$ cat src/rtl/k423_lsu_stage.sv
// Load/store stage: registers execute results, issues word-aligned data-memory requests, holds one completed op for write-back.
// Latency: non-mem 1, store 2, load 3 cycles (no stalls); accepts only when IDLE and the output slot is free or draining.
module k423_lsu_stage #(
  parameter int XLEN   = 32,
  parameter int ADDR_W = 32
) (
  input  logic              clk_i,
  input  logic              rst_i,
  input  logic              ex_stage_vld_i,
  output logic              lsu_stage_rdy_o,
  output logic              lsu_stage_vld_o,
  input  logic              wb_stage_rdy_i,
  input  logic [ADDR_W-1:0] ex_pc_i,
  input  logic              ex_rd_vld_i,
  input  logic [4:0]        ex_rd_idx_i,
  input  logic [XLEN-1:0]   ex_rd_i,
  input  logic              ex_mem_ld_i,
  input  logic              ex_mem_st_i,
  input  logic [1:0]        ex_mem_size_i,
  input  logic              ex_mem_unsigned_i,
  input  logic [XLEN-1:0]   ex_mem_wdata_i,
  output logic              mem_data_req_vld_o,
  input  logic              mem_data_req_rdy_i,
  output logic              mem_data_req_we_o,
  output logic [ADDR_W-1:0] mem_data_req_addr_o,
  output logic [XLEN-1:0]   mem_data_req_wdata_o,
  output logic [XLEN/8-1:0] mem_data_req_wstrb_o,
  input  logic              mem_data_rsp_vld_i,
  input  logic [XLEN-1:0]   mem_data_rsp_rdata_i,
  output logic [ADDR_W-1:0] lsu_pc_o,
  output logic              lsu_rd_vld_o,
  output logic [4:0]        lsu_rd_idx_o,
  output logic [XLEN-1:0]   lsu_rd_o,
  output logic              lsu_rd_load_o,
  output logic [1:0]        lsu_rd_load_size_o,
  output logic              lsu_rd_load_unsigned_o,
  output logic [ADDR_W-1:0] lsu_rd_load_addr_o,
  output logic [XLEN-1:0]   lsu_load_rdata_o,
  output logic              lsu_misalign_o
);

  localparam int NB = XLEN / 8;

  typedef enum logic [1:0] {
    IDLE = 2'd0,
    REQ  = 2'd1,
    WAIT = 2'd2
  } state_e;

  state_e            state_q;
  logic              stage_vld_q;
  logic [ADDR_W-1:0] pc_q;
  logic              rd_vld_q;
  logic [4:0]        rd_idx_q;
  logic [XLEN-1:0]   rd_q;
  logic              ld_q;
  logic [1:0]        ld_size_q;
  logic              ld_unsigned_q;
  logic [ADDR_W-1:0] ld_addr_q;
  logic [XLEN-1:0]   ld_rdata_q;
  logic              misalign_q;
  logic              req_vld_q;
  logic              req_we_q;
  logic [ADDR_W-1:0] req_addr_q;
  logic [XLEN-1:0]   req_wdata_q;
  logic [NB-1:0]     req_wstrb_q;

  logic              accept;
  logic              drain;
  logic              is_mem;
  logic              misalign;
  logic              aligned_mem;
  logic [1:0]        byte_off;
  logic [ADDR_W-1:0] eff_addr;
  logic [ADDR_W-1:0] req_addr_d;
  logic [XLEN-1:0]   req_wdata_d;
  logic [NB-1:0]     req_wstrb_d;

  assign lsu_stage_rdy_o = (state_q == IDLE) & (~stage_vld_q | wb_stage_rdy_i);
  assign accept          = ex_stage_vld_i & lsu_stage_rdy_o;
  assign drain           = stage_vld_q & wb_stage_rdy_i;

  assign eff_addr    = ADDR_W'(ex_rd_i);
  assign byte_off    = ex_rd_i[1:0];
  assign is_mem      = ex_mem_ld_i | ex_mem_st_i;
  assign aligned_mem = is_mem & ~misalign;
  assign req_addr_d  = {eff_addr[ADDR_W-1:2], 2'b00};

  // Size encoding 11 is treated like a word for alignment purposes.
  always_comb begin
    misalign = 1'b0;
    if (is_mem) begin
      case (ex_mem_size_i)
        2'b00:   misalign = 1'b0;
        2'b01:   misalign = byte_off[0];
        default: misalign = (byte_off != 2'b00);
      endcase
    end
  end

  // Stores replicate the datum across all lanes; strobes select the addressed bytes.
  always_comb begin
    req_wstrb_d = '0;
    req_wdata_d = '0;
    if (ex_mem_st_i) begin
      case (ex_mem_size_i)
        2'b00: begin
          req_wstrb_d = NB'(1) << byte_off;
          req_wdata_d = {NB{ex_mem_wdata_i[7:0]}};
        end
        2'b01: begin
          req_wstrb_d = NB'(3) << byte_off;
          req_wdata_d = {(NB/2){ex_mem_wdata_i[15:0]}};
        end
        default: begin
          req_wstrb_d = '1;
          req_wdata_d = ex_mem_wdata_i;
        end
      endcase
    end
  end

  always_ff @(posedge clk_i) begin
    if (rst_i) begin
      state_q       <= IDLE;
      stage_vld_q   <= 1'b0;
      pc_q          <= '0;
      rd_vld_q      <= 1'b0;
      rd_idx_q      <= '0;
      rd_q          <= '0;
      ld_q          <= 1'b0;
      ld_size_q     <= '0;
      ld_unsigned_q <= 1'b0;
      ld_addr_q     <= '0;
      ld_rdata_q    <= '0;
      misalign_q    <= 1'b0;
      req_vld_q     <= 1'b0;
      req_we_q      <= 1'b0;
      req_addr_q    <= '0;
      req_wdata_q   <= '0;
      req_wstrb_q   <= '0;
    end else begin
      case (state_q)
        IDLE: begin
          if (accept) begin
            pc_q          <= ex_pc_i;
            rd_vld_q      <= ex_rd_vld_i & ~misalign;
            rd_idx_q      <= ex_rd_idx_i;
            rd_q          <= ex_rd_i;
            ld_q          <= ex_mem_ld_i & ~misalign;
            ld_size_q     <= ex_mem_size_i;
            ld_unsigned_q <= ex_mem_unsigned_i;
            ld_addr_q     <= eff_addr;
            ld_rdata_q    <= '0;
            misalign_q    <= misalign;
            if (aligned_mem) begin
              state_q     <= REQ;
              stage_vld_q <= 1'b0;
              req_vld_q   <= 1'b1;
              req_we_q    <= ex_mem_st_i;
              req_addr_q  <= req_addr_d;
              req_wdata_q <= req_wdata_d;
              req_wstrb_q <= req_wstrb_d;
            end else begin
              stage_vld_q <= 1'b1;
            end
          end else if (drain) begin
            stage_vld_q <= 1'b0;
          end
        end
        REQ: begin
          if (mem_data_req_rdy_i) begin
            req_vld_q <= 1'b0;
            if (req_we_q) begin
              state_q     <= IDLE;
              stage_vld_q <= 1'b1;
            end else begin
              state_q <= WAIT;
            end
          end
        end
        WAIT: begin
          if (mem_data_rsp_vld_i) begin
            ld_rdata_q  <= mem_data_rsp_rdata_i;
            stage_vld_q <= 1'b1;
            state_q     <= IDLE;
          end
        end
        default: state_q <= IDLE;
      endcase
    end
  end

  assign lsu_stage_vld_o        = stage_vld_q;
  assign lsu_pc_o               = pc_q;
  assign lsu_rd_vld_o           = rd_vld_q;
  assign lsu_rd_idx_o           = rd_idx_q;
  assign lsu_rd_o               = rd_q;
  assign lsu_rd_load_o          = ld_q;
  assign lsu_rd_load_size_o     = ld_size_q;
  assign lsu_rd_load_unsigned_o = ld_unsigned_q;
  assign lsu_rd_load_addr_o     = ld_addr_q;
  assign lsu_load_rdata_o       = ld_rdata_q;
  assign lsu_misalign_o         = misalign_q;

  assign mem_data_req_vld_o   = req_vld_q;
  assign mem_data_req_we_o    = req_we_q;
  assign mem_data_req_addr_o  = req_addr_q;
  assign mem_data_req_wdata_o = req_wdata_q;
  assign mem_data_req_wstrb_o = req_wstrb_q;

endmodule

$ cat config.mk
export PLATFORM = sky130hd
export DESIGN_NAME = k423_lsu_stage
export DESIGN_NICKNAME = d
export VERILOG_FILES = /design/src/rtl/k423_lsu_stage.sv
export SDC_FILE = /design/constraint.sdc
export NUM_CORES = 1
export LEC_CHECK = 0
export CORE_ASPECT_RATIO = 0.7
export CORE_MARGIN = 2
export CORE_UTILIZATION = 39
export DETAILED_ROUTE_END_ITERATION = 8
export GPL_TIMING_DRIVEN = 0
export PLACE_DENSITY_LB_ADDON = 0.08
export SYNTH_ARGS = -nofsm -noshare
export SYNTH_HDL_FRONTEND = slang
export SYNTH_SLANG_ARGS = --single-unit
export TNS_END_PERCENT = 50
$ cat constraint.sdc
create_clock -name clk_i -period 4.4 [get_ports clk_i]
set_input_delay 0.44 -clock clk_i [delete_from_list [all_inputs] [get_ports clk_i]]
set_output_delay 0.44 -clock clk_i [all_outputs]
set_load 0.02 [all_outputs]
==> results of run 1 <==
[per-stage QoR]
step / instance area, um^2 / cells
after floorplan: 7310 / 833
after global placement: 11130 / 1421
after detailed placement: 11130 / 1421
after CTS: 11720 / 1453
after global routing: 11720 / 1453
final: 11720 / 1453
[power groups by stage]
stage          combinational (mW)  sequential (mW)  clock [mW]
3_5_place_dp                 1.01             1.80           0
3_3_place_gp                 1.01             1.79           0
6_report                     1.01             1.76        1.53
5_1_grt                      1.09             1.77        1.62
4_1_cts                      1.02             1.76        1.55
2_1_floorplan               0.405             1.90           0
[how the worst min path moves through the flow]
stage | end | cells past startpoint | slack (ns) | start
finish | lsu_load_rdata_o[0]$_SDFFE_PP0P_ | 3 | 0.40 | mem_data_rsp_vld_i
CTS | lsu_load_rdata_o[0]$_SDFFE_PP0P_ | 3 | 0.39 | mem_data_rsp_vld_i
floorplan | state_q[1]$_SDFFE_PP0P_ | 2 | 0.48 | state_q[1]$_SDFFE_PP0P_
global route | lsu_load_rdata_o[0]$_SDFFE_PP0P_ | 3 | 0.42 | mem_data_rsp_vld_i
detailed placement | lsu_pc_o[29]$_SDFFE_PP0P_ | 2 | 0.45 | lsu_pc_o[29]$_SDFFE_PP0P_
global placement | lsu_pc_o[10]$_SDFFE_PP0P_ | 2 | 0.44 | lsu_pc_o[10]$_SDFFE_PP0P_
[layout make-up]
| cell class | count | area share [%] |
|---|---|---|
| tap | 236 | 2.520 |
| clock inverter | 13 | 1.260 |
| buffer | 109 | 5.242 |
| sequential | 178 | 30.41 |
| multi-input combinational | 544 | 26.66 |
| clock buffer | 19 | 3.780 |
| timing repair buffer | 352 | 30.07 |
| inverter | 2 | 0.06406 |
[routing by layer]
metal  up-vias  part of all wire (%)
met2       270                    46
met5         -                     0
met3        43                   7.5
met4         0                   2.6
li1       3627                     -
met1      3414                    44
[layout by cell type (no fill, tap or decap), drive strengths merged, types with 3 or more instances in the layout]
master         synthesis  layout
nor2                  10      10
clkinvlp               0       4
mux2i                 26      26
o2bb2ai               19      19
nand2                159     159
a22o                  16      16
nor2b                  4       4
clkbuf                37      56
inv                    2       6
ha                     4       4
a21oi                144     144
o21ai                 73      73
a31oi                  4       4
buf                   72      72
clkinv                 0       3
nand3                 33      33
nand4b                34      34
clkdlybuf4s50          0     352
dfxtp                178     178
[worst max-delay path: stages (launching register included)]
cell             delay, ns
dfxtp_1               0.40
inv_1                 0.08
ha_1                  0.20
buf_4                 0.16
and2_1                0.14
clkdlybuf4s50_1       0.56
[cells by family (layout without fill, tap and decap cells)]
group / count (synthesis) / after routing / synth area share (%)
compound gates: 262 / 262 / 21.60
simple gates: 250 / 250 / 16.82
flops: 178 / 178 / 48.78
buf+inv: 111 / 495 / 8.512
mux: 26 / 26 / 3.562
fa+ha+maj: 4 / 4 / 0.6851
other cells: 1 / 2 / 0.05133
[state kept, by name, summed over array words and instances, names as in the netlist]
name and count:
lsu_stage_vld_o 1, mem_data_req_we_o 1, lsu_load_rdata_o 32, lsu_rd_load_size_o 2, mem_data_req_addr_o 30, lsu_pc_o 32
lsu_misalign_o 1, lsu_rd_load_unsigned_o 1, lsu_rd_load_addr_o 32, lsu_rd_idx_o 5, mem_data_req_wdata_o 32, lsu_rd_load_o 1
state_q 2, lsu_rd_vld_o 1, mem_data_req_wstrb_o 4, mem_data_req_vld_o 1
==> metrics.txt, run 1 <==
Final min period 2.397 ns; Max Root-Sink Buffers 2; Reg2Reg Depth 7; GPL Wtd Cong 0.7927; CP Data Arrival Time 1.96 ns; post-DR wirelength/cell 17.14 um; top-count cell post-synth dfxtp_1; crit path capture lsu_stage_rdy_o; first-pass GRT wire length 38900 um; CTS tree yes; clock latency on the worst-skew pair 0.43 ns; Net Sw Frac 29.28%; Clock power frac 35.5%; initial antenna violation count 0; Yosys reg bits 178; FMAX 0.4173 GHz; Vias/cell 5.061; Synth Instances 832; Post-CTS Setup Bufs 0; hold crit path type input pin to register; Area growth syn-to-layout 60.40%; RSZ-0062 raised after global routing no; post-synthesis async set-or-reset flop share 0%; DR iter-0 viols 403; setup TNS 0 ns; quantity of gates resized following cts 0; H-tree levels 4; starting density of the core 40.23%; final core utilization 64.53%; vias in the first global route 7188; cell area after synthesis 7306 um^2; Final Hold Viols 0; Comb power frac 23.5%; CTS root buf clkbuf_16; Post-synth top flop dfxtp_1; CTS Sinks 178; worst setup margin 2.003 ns; die area 19860 um^2; Buffers on Ports 352; largest net degree at the start of global routing 17; CTS Hold Bufs 0; sequential share of power 41.0%; hold slack 0.3972 ns; Final Max Tran Viols 0; power density cells 367.0 nW/um^2; crit start category register; Worst-path clk slew 0.07 ns; Synth area leaders dfxtp_1 49%, a21oi_1 9.8%, nand2_1 8.1%; die width 167.6 um; crit-path max FO 9; met2 Track Usage GR 40.12%; GR peak layer met2; DRT antenna net count 0; required time of the critical path 3.96 ns; leak pwr 4.269 nW; n_diodes 0; total overflow reported by the global router 0; TritonCTS buffer count 17; Psw 1.259 mW; IO Pins 356; Least-Margin Pin Slew 1.004 ns; Synth area leader dfxtp_1; Synth top area share 48.78%; dpl ws 1.752 ns; max-cap viol count 0; GR Util met1 31.04%; Relative slew margins 32.80%; Period Utilization, post-route 54.47%; sequential share of the synthesized area 48.78%; endpoints failing setup 0; met3 usage 7.468%; RR Endpoint mem_data_req_wdata_o[30]$_SDFFE_PP0P_; fillers 1595; final WL 24900 um; Worst Setup SP state_q[0]$_SDFFE_PP0P_; clock skew 0.01249 ns; Commonest cells post-synth 178 x dfxtp_1, 158 x nand2_1, 143 x a21oi_1; P_int 3.042 mW; Final nets 1353; VDD IR max 0.0001738 V; EDFF count, synth 0; # rows 41; Die H 118.5 um; Multi-input gate area 3124 um^2; core area 18160 um^2; FF-to-FF Start state_q[0]$_SDFFE_PP0P_; Netlist cell types 41; DR pass1 iterations 5; Final HPWL DP 19010 um; total power 4.301 mW; WS Path Type register to output port; GRT Total Usage 24.79%; Warnings, synthesis 0; share of layout cells above drive strength 1 9.696%; outcome finished, final reports clean; r2r setup slk 2.10 ns; FF+latch area 3563 um^2; nature of the critical path endpoint output port; DR vias 7354; syn avg cell area 8.781 um^2; residual DRC count 0
No activity file was read; power rests on OpenSTA's default activity.
==> run 2: changes to the inputs <==
- CORE_UTILIZATION: 39 -> 37
- clock period: 4.4 -> 1.95 ns (I/O delays scaled with it)
==> metrics.txt, run 2 (synthesis results as in run 1) <==
outcome finished, final reports clean; CTS root buf clkbuf_16; total power 10.13 mW (+140%); final WL 25450 um (+2.2%); Final Hold Viols 0 (unchanged); Least-Margin Pin Slew 0.9778 ns (-0.02649 ns); Worst-path clk slew 0.07 ns (about the same); CTS tree yes; max-cap viol count 0 (unchanged); Buffers on Ports 352 (unchanged); Max Root-Sink Buffers 2 (unchanged); Cell Area, Placed 11160 um^2 (+0.31%); RSZ-0062 raised after global routing no; die width 172.0 um (+2.6%); initial antenna violation count 0 (unchanged); DR pass1 iterations 6 (+1); leak pwr 4.394 nW (+2.9%); residual DRC count 0 (unchanged); placed cells 1449 (+2.0%); hold depth 3 (unchanged); Layout Cells excl Fill 1486 (+2.3%); first-pass GRT wire length 37920 um (-2.5%); clock skew 0.008823 ns (-0.003671 ns); # rows 42 (+2.4%); TritonCTS buffer count 17 (unchanged); GRT Total Usage 23.41% (-1.4 points); post-DR wirelength/cell 17.13 um (about the same); FF-to-FF Start state_q[0]$_SDFFE_PP0P_; clock latency on the worst-skew pair 0.43 ns (about the same); die area 20900 um^2 (+5.2%); required time of the critical path 1.75 ns (-2.21 ns); Final nets 1358 (+0.37%); share of layout cells above drive strength 1 11.46% (+1.8 points); GPL Wtd Cong 0.7724 (-2.6%); setup TNS 0 ns (unchanged); n_diodes 0 (unchanged); hold crit path type input pin to register; VDD IR max 0.0005990 V (+240%); H-tree levels 4 (unchanged); RR Endpoint mem_data_req_wstrb_o[3]$_SDFFE_PP0P_; total overflow reported by the global router 0 (unchanged); Final min period 1.892 ns; largest net degree at the start of global routing 17 (unchanged); endpoints failing setup 0 (unchanged); Period Utilization, post-route 97.04%; power density cells 846.8 nW/um^2 (+130%); hold path startpoint mem_data_rsp_vld_i; Die H 121.6 um (+2.6%); most frequent cells in the layout 351 x clkdlybuf4s50_1, 176 x dfxtp_1, 158 x nand2_1; DRT antenna net count 0 (unchanged); Area growth syn-to-layout 63.80%; starting density of the core 38.19% (-2.0 points); FMAX 0.5284 GHz; Worst Hold End lsu_load_rdata_o[0]$_SDFFE_PP0P_; core area 19130 um^2 (+5.3%); WS Path Type register to output port; IO Pins 356 (unchanged); Final HPWL DP 19370 um (+1.9%); Relative slew margins 34.57% (+1.8 points); CP Data Arrival Time 1.70 ns (-0.26 ns); Vias/cell 4.931 (-2.6%); crit start category register; r2r setup slk 0.11 ns (-1.99 ns); DR iter-0 viols 433 (+7.4%); commonest non-fill, non-tap cell in the layout clkdlybuf4s50_1; dpl ws -0.4942 ns (-2.246 ns); Reg2Reg Depth 9 (+2); worst setup margin 0.05764 ns (-1.946 ns); crit-path max FO 9 (unchanged); vias in the first global route 7025 (-2.3%); final instance area 11970 um^2 (+2.1%); nature of the critical path endpoint output port; DR vias 7327 (-0.37%); CTS Sinks 178 (unchanged); Final Max Tran Viols 0 (unchanged)
## run 2: cell types whose count changed in the layout (fill, tap and decap cells not counted), sizes merged
cell and delta:
buf +3, clkbuf +3, clkinvlp -3, bufinv +2
clkdlybuf4s50 -1, clkinv -1, dlygate4sd2 +1, inv +1
## run 2: worst max-delay path by stage
stage,startpoint,to
floorplan,state_q[0]$_SDFFE_PP0P_,mem_data_req_wdata_o[6]$_SDFFE_PP0P_
global placement,wb_stage_rdy_i,mem_data_req_wdata_o[6]$_SDFFE_PP0P_
detailed placement,wb_stage_rdy_i,mem_data_req_wdata_o[7]$_SDFFE_PP0P_
CTS,state_q[0]$_SDFFE_PP0P_,lsu_stage_rdy_o
global route,state_q[0]$_SDFFE_PP0P_,lsu_stage_rdy_o
finish,state_q[0]$_SDFFE_PP0P_,lsu_stage_rdy_o
## run 2: worst max-delay path: stages (launching register included)
cell and delay [ns]:
dfxtp_2 0.36, inv_1 0.07, ha_1 0.19, buf_4 0.18
and2_1 0.14, dlygate4sd2_1 0.33
## run 2: final cells by class
| cell class | instances | area, um^2 |
|---|---|---|
| plain buffers | 108 | 669.4 |
| clock buffers | 20 | 456.7 |
| clock inverters | 12 | 193.9 |
| fillers | 1709 | 7162 |
| inverters | 2 | 7.507 |
| multi-input cells | 544 | 3166 |
| flip-flops and latches | 178 | 3566 |
| well taps | 264 | 330.3 |
| repair buffers | 358 | 3577 |
## run 2: where the power goes
part | total [mW] | switching, mW | leakage (nW) | internal [mW]
combinational | 2.35 | 1.22 | 2.63 | 1.13
sequential | 3.98 | 0.132 | 1.45 | 3.85
clock | 3.80 | 1.55 | 0.316 | 2.25
## run 2: what timing repair did
item	CTS	global route
hold buffers	0	0
setup buffers	1	4
endpoints found under the setup margin	109	167
pin swaps	1	1
endpoints found under the hold margin	0	0
gates resized for setup	16	37
cloned	0	1
## run 2: routing by layer
metal  wire [um]  vias up  track usage (%)  share of wire (%)
met1       11170     3406            30.00                 44
met2       11690      267            37.95                 46
met4         448        0            6.933                1.8
met5           0        -                0                  0
li1            -     3630                -                  -
met3        2144       24            7.407                8.4
## run 2: per-stage QoR
step	util, %	hold slack (ns)
2_1_floorplan	-	0.3276
3_3_place_gp	58.36	0.4407
3_5_place_dp	58.36	0.4459
4_1_cts	62.00	0.1547
5_1_grt	62.56	0.2413
6_report	62.56	0.2125
==> run 3: changes to the inputs <==
- SLEW_MARGIN: not set -> 20
==> results of run 3 <==
No change in the layout: final DEF, timing and power equal those of run 2.
